`src/rtl/udp_fragment_generator.sv`:
```
// Splits one outbound datagram into IP fragments: one header descriptor per
// fragment followed by its payload bytes (bit 8 flags the first byte).
module udp_fragment_generator #(
  parameter int unsigned MAX_FRAGMENT_BYTES = 1480
) (
  input  logic        clock,
  input  logic        reset,
  input  logic        packet_valid,
  input  logic [15:0] packet_length,
  input  logic [15:0] packet_id,
  output logic        packet_ready,
  input  logic [7:0]  data,
  input  logic        data_enable,
  input  logic        data_last,
  output logic        ready,
  output logic        header_valid,
  input  logic        header_enable,
  output logic [15:0] fragment_id,
  output logic [12:0] fragment_offset,
  output logic        fragment_more,
  output logic [15:0] fragment_length,
  output logic [8:0]  push_data,
  output logic        push_data_valid,
  output logic        push_data_last,
  input  logic        push_data_enable,
  output logic        length_error
);

  localparam int unsigned LEN_W = 16;
  localparam int unsigned OFF_W = 13;
  localparam logic [LEN_W-1:0] MAX_LEN = LEN_W'(MAX_FRAGMENT_BYTES);

  localparam logic [1:0] S_IDLE    = 2'd0;
  localparam logic [1:0] S_HEADER  = 2'd1;
  localparam logic [1:0] S_PAYLOAD = 2'd2;
  localparam logic [1:0] S_DRAIN   = 2'd3;

  logic [1:0]       state, state_nxt;
  logic [LEN_W-1:0] pkt_len, pkt_len_nxt;
  logic [LEN_W-1:0] sent, sent_nxt;
  logic [LEN_W-1:0] frag_left, frag_left_nxt;
  logic [LEN_W-1:0] rem_nxt;
  logic             first_pending, first_pending_nxt;

  logic             header_valid_nxt;
  logic [LEN_W-1:0] fragment_id_nxt;
  logic [OFF_W-1:0] fragment_offset_nxt;
  logic             fragment_more_nxt;
  logic [LEN_W-1:0] fragment_length_nxt;
  logic [8:0]       push_data_nxt;
  logic             push_data_valid_nxt;
  logic             push_data_last_nxt;
  logic             length_error_nxt;

  logic out_free;
  logic byte_accept;
  logic last_counted;

  // Output slot can take a new byte when empty or being drained this cycle.
  assign out_free     = !push_data_valid || push_data_enable;
  assign ready        = (state == S_PAYLOAD) && (frag_left != '0) && out_free;
  assign packet_ready = (state == S_IDLE);
  assign byte_accept  = data_enable && ready;
  // The final fragment covers the rest of the datagram, so its last byte is the last counted byte.
  assign last_counted = (frag_left == LEN_W'(1)) && !fragment_more;

  always_comb begin
    state_nxt           = state;
    pkt_len_nxt         = pkt_len;
    sent_nxt            = sent;
    frag_left_nxt       = frag_left;
    first_pending_nxt   = first_pending;
    fragment_id_nxt     = fragment_id;
    fragment_offset_nxt = fragment_offset;
    fragment_more_nxt   = fragment_more;
    fragment_length_nxt = fragment_length;
    push_data_nxt       = push_data;
    push_data_valid_nxt = push_data_valid && !push_data_enable;
    push_data_last_nxt  = push_data_last;
    length_error_nxt    = 1'b0;
    rem_nxt             = '0;

    case (state)
      S_IDLE: begin
        if (packet_valid) begin
          pkt_len_nxt     = packet_length;
          fragment_id_nxt = packet_id;
          sent_nxt        = '0;
          state_nxt       = S_HEADER;
        end
      end
      S_HEADER: begin
        if (header_enable) begin
          frag_left_nxt     = fragment_length;
          first_pending_nxt = 1'b1;
          state_nxt         = (fragment_length == '0) ? S_IDLE : S_PAYLOAD;
        end
      end
      S_PAYLOAD: begin
        if (byte_accept) begin
          push_data_nxt       = {first_pending, data};
          push_data_valid_nxt = 1'b1;
          push_data_last_nxt  = (frag_left == LEN_W'(1)) || data_last;
          first_pending_nxt   = 1'b0;
          frag_left_nxt       = frag_left - LEN_W'(1);
          if (data_last && !last_counted) begin
            // Upstream ended early: close out here and drop remaining fragments.
            length_error_nxt = 1'b1;
            frag_left_nxt    = '0;
            state_nxt        = S_DRAIN;
          end else if (frag_left == LEN_W'(1)) begin
            sent_nxt = sent + fragment_length;
            if (last_counted) begin
              length_error_nxt = !data_last;
              state_nxt        = S_DRAIN;
            end else begin
              state_nxt = S_HEADER;
            end
          end
        end
      end
      S_DRAIN: begin
        if (out_free) state_nxt = S_IDLE;
      end
      default: state_nxt = S_IDLE;
    endcase

    // Descriptor fields are computed once on entry to S_HEADER and held until accepted.
    header_valid_nxt = (state_nxt == S_HEADER);
    if (state_nxt == S_HEADER) begin
      rem_nxt             = pkt_len_nxt - sent_nxt;
      fragment_more_nxt   = (rem_nxt > MAX_LEN);
      fragment_length_nxt = (rem_nxt > MAX_LEN) ? MAX_LEN : rem_nxt;
      fragment_offset_nxt = sent_nxt[LEN_W-1:3];
    end
  end

  always_ff @(posedge clock) begin
    if (reset) begin
      state           <= S_IDLE;
      pkt_len         <= '0;
      sent            <= '0;
      frag_left       <= '0;
      first_pending   <= 1'b0;
      header_valid    <= 1'b0;
      fragment_id     <= '0;
      fragment_offset <= '0;
      fragment_more   <= 1'b0;
      fragment_length <= '0;
      push_data       <= '0;
      push_data_valid <= 1'b0;
      push_data_last  <= 1'b0;
      length_error    <= 1'b0;
    end else begin
      state           <= state_nxt;
      pkt_len         <= pkt_len_nxt;
      sent            <= sent_nxt;
      frag_left       <= frag_left_nxt;
      first_pending   <= first_pending_nxt;
      header_valid    <= header_valid_nxt;
      fragment_id     <= fragment_id_nxt;
      fragment_offset <= fragment_offset_nxt;
      fragment_more   <= fragment_more_nxt;
      fragment_length <= fragment_length_nxt;
      push_data       <= push_data_nxt;
      push_data_valid <= push_data_valid_nxt;
      push_data_last  <= push_data_last_nxt;
      length_error    <= length_error_nxt;
    end
  end

endmodule

```
`config.mk`:
```
export PLATFORM = sky130hd
export DESIGN_NAME = udp_fragment_generator
export DESIGN_NICKNAME = d
export VERILOG_FILES = /design/src/rtl/udp_fragment_generator.sv
export SDC_FILE = /design/constraint.sdc
export NUM_CORES = 1
export LEC_CHECK = 0
export CAP_MARGIN = 20
export CORE_MARGIN = 5
export CORE_UTILIZATION = 40
export DETAILED_ROUTE_END_ITERATION = 12
export RECOVER_POWER = 50
export SLEW_MARGIN = 15
export SYNTH_ARGS = -nofsm -noshare
export SYNTH_HDL_FRONTEND = slang
export SYNTH_SLANG_ARGS = --single-unit
```
`constraint.sdc`:
```
create_clock -name clock -period 9.79 [get_ports clock]
set_input_delay 2.937 -clock clock [delete_from_list [all_inputs] [get_ports clock]]
set_output_delay 2.937 -clock clock [all_outputs]
set_load 0.03 [all_outputs]
```
# Word-level counts from Yosys, hierarchy flattened
# Cells that the tools add are included.
[totals]
ff_bits = 110
in_bits = 47
output_inout_bits = 61
word_cells = 77
[classes]
addsub = 3
magnitude_cmp = 1
n_eq_ne = 7
mux = 29
bitwise = 2
reduce_logical = 21
[op_table]
columns = ["op", "n"]
rows = [
  ["$mux W16", 10],
  ["$pmux W16 S2", 2],
  ["$add A16 B16 Y16", 1],
  ["$eq A16 B1 Y1 const B", 1],
  ["$gt A16 B11 Y1 const B", 1],
  ["$logic_not A16 Y1", 1],
  ["$mux W2", 8],
  ["$reduce_bool A16 Y1", 1],
  ["$sub A16 B1 Y16 const B", 1],
  ["$sub A16 B16 Y16", 1],
  ["$pmux W2 S4", 1],
  ["$mux W1", 7],
  ["$logic_and A1 B1 Y1", 6],
  ["$logic_not A1 Y1", 5],
  ["$eq A2 B1 Y1 const B", 2],
  ["$eq A2 B2 Y1 const B", 2],
  ["$ne A2 B2 Y1 const B", 2],
  ["$reduce_and A2 Y1", 2],
  ["$reduce_and A3 Y1", 1],
  ["$reduce_or A3 Y1", 1],
  ["$logic_not A2 Y1", 1],
  ["$logic_or A1 B1 Y1", 2],
  ["$not A1 Y1", 2],
  ["$pmux W1 S2", 1],
  ["$reduce_bool A2 Y1", 1],
]

# Logic depth before layout (Yosys ltp)
[logic_depth]
depth_word = 10
mapped_depth = 21
depth_no_buf = 19

# Worst setup path before layout
# Ideal clock, no wire load.
[synth_timing]
kind = "input to register"
start = "input push_data_enable"
end = "register fragment_length[6]"
setup_ns = 0.139
t_arrival_ns = 6.452
t_required_ns = 9.651
setup_slack_ns = 3.199
cell_stages = 18
path_buffers = 2
path_cell_list = "nand2b_1 > nand4b_1 > a211oi_2 > o21bai_1 > clkbuf_1 > a22o_1 > ha_1 > inv_1 > fa_1 > a211oi_1 > o21ai_0 > a31o_2 > a21oi_1 > xor2_1 > o2111ai_1 > a211oi_2 > buf_4 > a211oi_1"
[synth_via]
elab_chain_len = 8
word_cells_on_any_way = 12
cone_classes = "add/sub: 1; order compare: 1; eq/ne: 1; mux: 6; reduce/logical: 3"
[synth_rtl]
columns = ["item", "line", "source"]
rows = [
  ["from (decl)", "25", "input logic push_data_enable,"],
  ["$logic_or A1 B1 Y1 *", "60", "assign out_free = !push_data_valid || push_data_enable;"],
  ["$logic_and A1 B1 Y1 *", "61", "assign ready = (state == S_PAYLOAD) && (frag_left != '0) && out_free;"],
  ["$logic_and A1 B1 Y1 *", "63", "assign byte_accept = data_enable && ready;"],
  ["$mux W16 *", "100", "if (byte_accept) begin"],
  ["$pmux W16 S2 *", "83", "case (state)"],
  ["via sent_nxt[0]", "40", "logic [LEN_W-1:0] sent, sent_nxt;"],
  ["$sub A16 B16 Y16 *", "131", "rem_nxt = pkt_len_nxt - sent_nxt;"],
  ["$gt A16 B11 Y1", "133", "fragment_length_nxt = (rem_nxt > MAX_LEN) ? MAX_LEN : rem_nxt;"],
  ["$mux W16 *", "133", ""],
  ["to (signal assigned)", "164", "fragment_length <= fragment_length_nxt;"],
  ["to (decl)", "21", "output logic [15:0] fragment_length,"],
]
# The timed path passes the listed nets; every way through them passes the cells marked *.
# A chain may end at the register's enable or synchronous reset.

# Final worst setup path
[layout_timing]
start = "input packet_valid"
end = "register fragment_length[6]"
[layout_via]
elab_chain_len = 5
word_cells_on_any_way = 10
cone_classes = "add/sub: 1; order compare: 1; eq/ne: 1; mux: 7"
[layout_rtl]
columns = ["item", "line", "source"]
rows = [
  ["from (decl)", "8", "input logic packet_valid,"],
  ["$mux W16", "85", "if (packet_valid) begin"],
  ["$pmux W16 S2 / $mux W16 (equally long branches)", "83", ""],
  ["$sub A16 B16 Y16", "131", ""],
  ["$gt A16 B11 Y1", "133", ""],
  ["$mux W16", "133", ""],
]
# Parallel ways exist; a longest one is shown, timed or not.

==> impl_metrics.ini <==
[placement]
place.gp.congestion = 0.8865
dp_hpwl_um = 12670
numPortBuffers = 107

[final_layout]
diodes = 0
area_delta_synth_final_pct = 24.92
final_common_cell = nand2_1
layout_common_cells = nand2_1, dfxtp_1, nor2_1
drive_gt1_frac = 0.04087
num-nets-final = 909

[setup_path]
reg2reg_to = fragment_length[6]$_SDFFE_PP0P_
worstRegToRegCells = 19
critPathArrivalTime_ns = 8.32
cp_slowest_stage_delay_ns = 1.14
worstSetupPathType = in -> reg
cp-end-kind = flop
cp-start-kind = input pin
critical_path_required_ns = 9.99
cp.buffers_inverters = 3
crit_fanout = 33
rr_startpoint = fragment_length[0]$_SDFFE_PP0P_
regToRegSetupSlack_ns = 4.32
cpMaxStageDelayCell = clkbuf_1
worstPathCellList = dlygate4sd3_1 -> nor3b_1 -> clkbuf_1 -> mux2i_1 -> ha_1 -> inv_1 -> fa_1 -> a211oi_1 -> nor4b_1 -> nor4b_1 -> nor2_1 -> a32oi_1 -> o2111ai_1 -> a211oi_2 -> a211oi_1
path_delay_family = buffers and inverters

[sta]
fmax_ghz = 0.1231
finalClockSkew_ns = 0.007846
fin_crit_ns = 8.122
rsz0062_at_grt = false
slew_violations = 34
worst_pin_slew_ns = 1.534
setup_viol_count_final = 0
post-route-period-util = 0.8296
slew_headroom = -0.02292
hold_viol_final = 0
fin_setup_tns_ns = 0

[worst_hold_path]
hold_start = fragment_id[2]$_SDFFE_PP0P_
hold-path-endpoint = fragment_id[2]$_SDFFE_PP0P_
hold_depth = 2
holdCritPathClass = reg -> reg

[detailed_routing]
drc = 0
wl_um = 17040
first_pass_iters = 5
drtIter0Drc = 313
ant_nets = 0
via_per_inst = 5.575
num_vias = 5664
wl_per_cell_um = 16.77

[synthesis]
avgSynthCellArea_sq_um = 8.061
syn_nets = 819
synth_top_family_by_area = simple AND/OR/NAND/NOR gates
ys.flop_type = dfxtp_1
synthCells = 737
synth_seq_cells = 110
synth_seq_area_share = 0.3707
synth-xor-area-share = 0.03391
yosys_warnings = 0
synthMuxAreaShare = 0.01537
synth_simple_gate_area_frac = 0.2382
synth_compound_gate_area_share = 0.2325
synth_edf_count = 0
syn_area_sq_mm = 0.005941
synth-adder-area-share = 0.07624
ys_types = 68
synthArstFlopShare = 0

[floorplanning]
dieWidth_um = 131.9
rows = 44
die_h_um = 131.9
core_sq_mm = 0.01453
fp.dieArea_sq_mm = 0.01739
io-pin-count = 108
initial_core_util = 0.4087

[clock_tree]
cts_buffer_depth = 2
cts_tree = done
clock-root-buffer = clkbuf_16
post-cts-setup-buffers = 0
htreeDepth = 3
clkTransAtPathRegs_ns = 0.08
hold_buffers = 0
post_cts_resized = 0
insertion_delay_ns = 0.36
clock_sinks = 110
cts_made_buffers = 9

[global_routing]
antenna_found_initial = 0
grt_pass1_wl_um = 27260
grt_pass1_vias = 5411
grt-ovfl-total = 0
grt_max_degree = 73
track_usage = 0.1893

[outcome]
status = finished, violations left
failed_checks = capacitance limit, slew limit

[power]
p_total_uw = 1183
vdd_drop_max_mv = 0.08602
power_density_mw_per_mm2 = 159.5
p_leak_uw = 0.003124

[job]
maxCapViolations = 1
power by group:
part           internal [uW]  switching (uW)
clock                    178             181
sequential               475            25.8
combinational            130             193
worst min-delay path, cell delays in order, from the launching register on:
cell and delay [ns]:
dfxtp_1 0.31, nand2_1 0.05, a21oi_1 0.05
metrics by stage:
| stage | cells | util | hold WS (ns) | instance area [sq um] | worst slack (ns) |
|---|---|---|---|---|---|
| finish | 1016 | 0.5106 | 0.4533 | 7421 | 1.668 |
| global route | 1016 | 0.5106 | 0.4806 | 7421 | 1.117 |
| CTS | 1016 | 0.5116 | 0.4572 | 7436 | 1.850 |
| detailed placement | 1000 | 0.4918 | 0.4457 | 7148 | 1.514 |
| global placement | 1000 | 0.4918 | 0.4390 | 7148 | 1.670 |
| floorplan | 737 | - | 0.4323 | 5941 | 3.199 |
layer usage:
layer / wire length (um) / track usage
met3: 903 / 0.04313
met5: 0 / 0
met2: 8003 / 0.3141
met1: 7650 / 0.2392
met4: 482 / 0.07200
cell type report:
cell class / instances / area, sq um
clock buffers: 10 / 229.0
clock inverters: 6 / 58.81
fillers: 1385 / 7113
inverters: 16 / 60.06
multi-input cells: 577 / 3535
flip-flops and latches: 110 / 2202
well taps: 184 / 230.2
repair buffers: 113 / 1106
kinds of logic after synthesis:
family          after synthesis
compound gates              207
xor+xnor                     23
fa+ha+maj                    35
buf+inv                      50
flops                       110
mux                           9
simple gates                303
synthesized netlist by cell type, types with 11 or more instances:
cell type / number / share of area
nand2b_1: 11 / 0.012
ha_1: 33 / 0.070
o21ai_0: 19 / 0.016
a211oi_1: 24 / 0.030
dfxtp_1: 110 / 0.37
nor2_1: 79 / 0.050
a22oi_1: 15 / 0.019
inv_1: 16 / 0.010
xnor2_1: 12 / 0.018
a21o_1: 12 / 0.015
nand2_1: 128 / 0.081
clkbuf_1: 29 / 0.018
xor2_1: 11 / 0.016
nand3_1: 17 / 0.014
a21oi_1: 76 / 0.064
how the worst max path moves through the flow:
stage	to	start	slack [ns]	cells after the start
3_5_place_dp	fragment_length[6]$_SDFFE_PP0P_	push_data_enable	1.51	18
6_report	fragment_length[6]$_SDFFE_PP0P_	packet_valid	1.67	15
3_3_place_gp	fragment_length[7]$_SDFFE_PP0P_	push_data_enable	1.67	18
5_1_grt	fragment_length[10]$_SDFFE_PP0P_	packet_valid	1.12	15
2_1_floorplan	fragment_length[6]$_SDFFE_PP0P_	push_data_enable	3.20	18
4_1_cts	fragment_length[6]$_SDFFE_PP0P_	push_data_enable	1.85	18
registers in the layout, indices dropped and copies added (netlist names), 2 cells and up:
| name | count |
|---|---|
| frag_left | 16 |
| fragment_id | 16 |
| fragment_length | 16 |
| fragment_offset | 13 |
| pkt_len | 16 |
| push_data | 9 |
| sent | 16 |
| state | 2 |
Note: power is estimated with default switching activity, not from simulation.
